--- src/rtl/baud_gen_frac.sv ---
// Fractional-N baud tick generator: oversample tick every D + frac/2^FW clocks on average,
// bit tick every OSR oversample ticks, with a shadowed divisor applied only at period boundaries.
module baud_gen_frac #(
   parameter int IW       = 16,
   parameter int FW       = 4,
   parameter int OSR      = 16,
   parameter int OW       = 4,
   parameter int DEF_INT  = 27,
   parameter int DEF_FRAC = 2
) (
   input  logic          clk,
   input  logic          reset,
   input  logic          en,
   input  logic          restart,
   input  logic [IW-1:0] div_int,
   input  logic [FW-1:0] div_frac,
   input  logic          div_load,
   output logic          div_pending,
   output logic          s_tick,
   output logic          b_tick,
   output logic [IW-1:0] q,
   output logic [OW-1:0] os_cnt
);

   localparam logic [IW-1:0] RST_INT  = IW'(DEF_INT);
   localparam logic [FW-1:0] RST_FRAC = FW'(DEF_FRAC);
   localparam logic [OW-1:0] OS_LAST  = OW'(OSR - 1);

   logic [IW-1:0] act_int;
   logic [IW-1:0] sh_int;
   logic [FW-1:0] act_frac;
   logic [FW-1:0] sh_frac;
   logic [FW-1:0] acc;
   logic          carry;
   logic [IW:0]   d_eff;
   logic [IW:0]   last_q;
   logic          period_end;
   logic [FW:0]   acc_sum;

   // One extra bit so that D = 2^IW-1 plus a carry still compares correctly.
   always_comb begin
      d_eff      = (act_int < IW'(2)) ? (IW+1)'(2) : {1'b0, act_int};
      last_q     = d_eff + {{IW{1'b0}}, carry} - (IW+1)'(1);
      period_end = ({1'b0, q} == last_q);
      acc_sum    = {1'b0, acc} + {1'b0, act_frac};
   end

   assign s_tick = en & ~restart & period_end;
   assign b_tick = s_tick & (os_cnt == OS_LAST);

   // NOTE: all state below uses non-blocking assignments so every register samples pre-edge values.
   always_ff @(posedge clk or posedge reset) begin
      if (reset) begin
         q      <= '0;
         acc    <= '0;
         carry  <= 1'b0;
         os_cnt <= '0;
      end else if (restart) begin
         q      <= '0;
         acc    <= '0;
         carry  <= 1'b0;
         os_cnt <= '0;
      end else if (en) begin
         if (period_end) begin
            q              <= '0;
            {carry, acc}   <= acc_sum;
            os_cnt         <= (os_cnt == OS_LAST) ? '0 : os_cnt + OW'(1);
         end else begin
            q <= q + IW'(1);
         end
      end
   end

   // Shadow equals active whenever nothing is pending, so restart can always copy it.
   always_ff @(posedge clk or posedge reset) begin
      if (reset) begin
         act_int     <= RST_INT;
         act_frac    <= RST_FRAC;
         sh_int      <= RST_INT;
         sh_frac     <= RST_FRAC;
         div_pending <= 1'b0;
      end else if (restart) begin
         if (div_load) begin
            act_int  <= div_int;
            act_frac <= div_frac;
            sh_int   <= div_int;
            sh_frac  <= div_frac;
         end else begin
            act_int  <= sh_int;
            act_frac <= sh_frac;
         end
         div_pending <= 1'b0;
      end else begin
         if (div_load) begin
            sh_int  <= div_int;
            sh_frac <= div_frac;
         end
         if (s_tick && div_pending) begin
            act_int  <= sh_int;
            act_frac <= sh_frac;
         end
         if (div_load) begin
            div_pending <= 1'b1;
         end else if (s_tick) begin
            div_pending <= 1'b0;
         end
      end
   end

endmodule

--- config.mk ---
export PLATFORM = sky130hd
export DESIGN_NAME = baud_gen_frac
export DESIGN_NICKNAME = d
export VERILOG_FILES = /design/src/rtl/baud_gen_frac.sv
export SDC_FILE = /design/constraint.sdc
export NUM_CORES = 1
export LEC_CHECK = 0
export CELL_PAD_IN_SITES_DETAIL_PLACEMENT = 0
export CELL_PAD_IN_SITES_GLOBAL_PLACEMENT = 2
export CORE_UTILIZATION = 35
export DETAILED_ROUTE_END_ITERATION = 8
export GPL_TIMING_DRIVEN = 0
export HOLD_SLACK_MARGIN = 0.05
export PLACE_DENSITY_LB_ADDON = 0.3
export SKIP_CTS_REPAIR_TIMING = 1
export SKIP_LAST_GASP = 1
export SLEW_MARGIN = 0
export SYNTH_ARGS = -nofsm -noshare
export SYNTH_HDL_FRONTEND = slang
export SYNTH_SLANG_ARGS = --single-unit
--- constraint.sdc ---
create_clock -name clk -period 6.24 [get_ports clk]
set_input_delay 1.248 -clock clk [delete_from_list [all_inputs] [get_ports clk]]
set_output_delay 1.248 -clock clk [all_outputs]
set_load 0.01 [all_outputs]
==> run metrics, run 1 <==
status=finished, final reports clean; Avg WL per Cell=15.5 microns; Antenna diodes=0; Place WS=-0.481 ns; core area=10300 sq um; DRT iter0 DRCs=122; CTS tree=yes; largest net degree at the start of global routing=67; Synth top cells by count=dfrtp_1 (56), nor2_1 (49), a21oi_1 (24); dominant cells by area after synthesis=dfrtp_1 (38%), dfstp_2 (7.1%), mux2_2 (5.7%); Clk pin slew, worst setup/hold paths=0.08 ns; Sw Share=0.260; All-Layer GR Usage=0.171; Sink Count=66; total iterations of the first detailed-routing run=4; global-route wire length before repair=roughly 14000 microns; Clk Tree Root Cell=clkbuf_8; post-detailed-route count of antenna-violating nets=0; Post-Syn Instances=371; Die ar.=11100 sq um; row cnt=37; CP endpoint kind=primary output; Worst Tran Pin Value=a little over 0.8 ns; Detailed Place HPWL=6260 microns; final hold vios=0; share of cells above drive strength 1=0.154; max-slew violation count=0; most common cell in the synthesized netlist=dfrtp_1; post-DR vias/cell=5.09; total CTS buffers=9; Mean Syn Cell Area=about 10 sq um; sequential share of the synthesized area=0.447; number of global-route vias before repair=about 2800; clock buffer depth=2; routability cong.=~0.77; Critical Path RT=4.99 ns; Tmin final=5.86 ns; flops & latches, synth=66; total grt overflow=0; final WL=8830 microns; Syn Nets=405; Yosys top cell by area=dfrtp_1; Final period util=0.940; worst clock skew=0.0121 ns; type of the worst setup path=reg2out; max-cap check violation count=0; RSZ-0062 raised after global routing=false; Die W=105 microns; Layout Area Growth over Synthesis=25.3%; DR vias=between 2000 and 3000; count of final setup violators=0; initial antenna violation count=0; final net count=464; clock share of power=0.382; Placement Cell Area=4360 sq um; final design area excluding fillers=4670 sq um; internal power=769 uW; Synth Flop Type=dfrtp_1; Core Util, Final=0.452; combinational group share of total power=0.136; top-area cell type share of the netlist area=0.376; Synth Warn #=0; IO Count=48; arrival time worst endpoint=4.62 ns; sequential power share=0.482; Cell variety after synth=55; Async SR Flop Fraction=1.00; number of buffers added on ports=46; clk_lat worst skew=0.35 ns; post-route DRC violation count=0; Initial Util=0.361; EDFF count, synth=0; Die Ht=105 microns; Peak Freq=171 MHz; Max-Slew Margin vs Limit=0.451; leakage dissipation=1.99 nW; net switching power=~270 uW; peak supply drop=0.121 mV; hold_ws=0.502 ns; CP Max Fanout=6; crit start category=register; final setup margin=0.376 ns; PwrDens=223 nW/um^2; worst min-delay path class=reg2reg; H-tree Lvls=3; Syn Std Cell Area=roughly 3700 sq um
-- routing by layer --
layer	track usage	routed length, microns
met3	0.0362	275
met4	0.0604	123
met2	0.263	4010
met1	0.237	4420
met5	0	0
-- critical path, stage by stage (launching register included) --
cell and delay, ns:
dfrtp_1 0.47, nor4_4 0.35, and4_4 0.32, inv_1 0.05
o21ai_0 0.14, ha_1 0.23, ha_1 0.23, or4b_4 0.50
or4_1 0.41, nor3b_1 0.19, or3_1 0.18, o2111ai_4 0.15
nor4_4 0.28, and4_1 0.24, clkdlybuf4s50_1 0.53
-- state kept, by name, indices dropped and copies added (netlist names) --
| name | flops |
|---|---|
| act_int | 16 |
| div_pending | 1 |
| q | 16 |
| sh_int | 16 |
| sh_frac | 4 |
| acc | 4 |
| carry | 1 |
| os_cnt | 4 |
| act_frac | 4 |
-- final timing paths --
kind / slack, ns / to / startpoint / cells after the start
max in group asynchronous: 4.24 / act_int[8] / reset / 2
worst min-delay path: 0.50 / act_int[0] / sh_int[0] / 2
min in group asynchronous: 1.43 / sh_int[9] / reset / 2
worst min register to register: 0.50 / act_int[0] / sh_int[0] / 2
worst max register to register: 1.74 / act_int[11] / act_int[14] / 16
worst max-delay path: 0.38 / b_tick / act_int[14] / 14
-- logic make-up (layout without fill, tap and decap cells) --
logic type,count (synthesis),after routing,share of synthesized area
and+or+nand+nor,136,136,0.193
DFF,66,66,0.447
AOI/OAI and AO/OA,62,62,0.112
muxes,39,39,0.112
xor gates and xnor gates,30,30,0.0706
buffers and inverters,29,93,0.0339
adders and majority gates,9,9,0.0323
-- final cells by class --
type,instances,area [sq um]
Multi-Input combinational cell,276,2000
Fill cell,1014,5660
Inverter,10,40.0
Sequential cell,66,1670
Timing Repair Buffer,52,505
Clock buffer,13,149
Clock inverter,3,65.1
Tap cell,136,170
Buffer,15,73.8
-- cell usage in the layout, fill, tap and decap left out, drive strengths merged, types with 11 or more instances in the layout --
cell,instances
buf,11
nor2,49
nand2,16
o21ai,12
a21oi,24
clkdlybuf4s50,46
xor2,17
mux2,20
nand3,12
xnor2,13
mux2i,19
clkbuf,23
dfrtp,56
-- power by group through the flow --
stage | Sequential (mW) | Clock (mW) | Combinational (mW)
detailed placement | 0.499 | 0 | 0.145
global placement | 0.498 | 0 | 0.142
finish | 0.501 | 0.397 | 0.141
CTS | 0.491 | 0.413 | 0.145
floorplan | 0.490 | 0 | 0.102
global route | 0.507 | 0.427 | 0.158
-- per-stage QoR --
stage	std cells	TNS (ns)	total power, mW
after floorplan	371	0	0.592
after global placement	553	-0.607	0.640
after detailed placement	553	-0.820	0.644
after CTS	569	-1.58	1.05
after global routing	571	0	1.09
final	571	0	1.04
Note: power is estimated with default switching activity, not from simulation.
==> run 2: changes to the inputs <==
SKIP_LAST_GASP = not set   (was 1)
==> results of run 2 <==
Same layout as run 1: the final DEF is identical, and so are final timing and power.
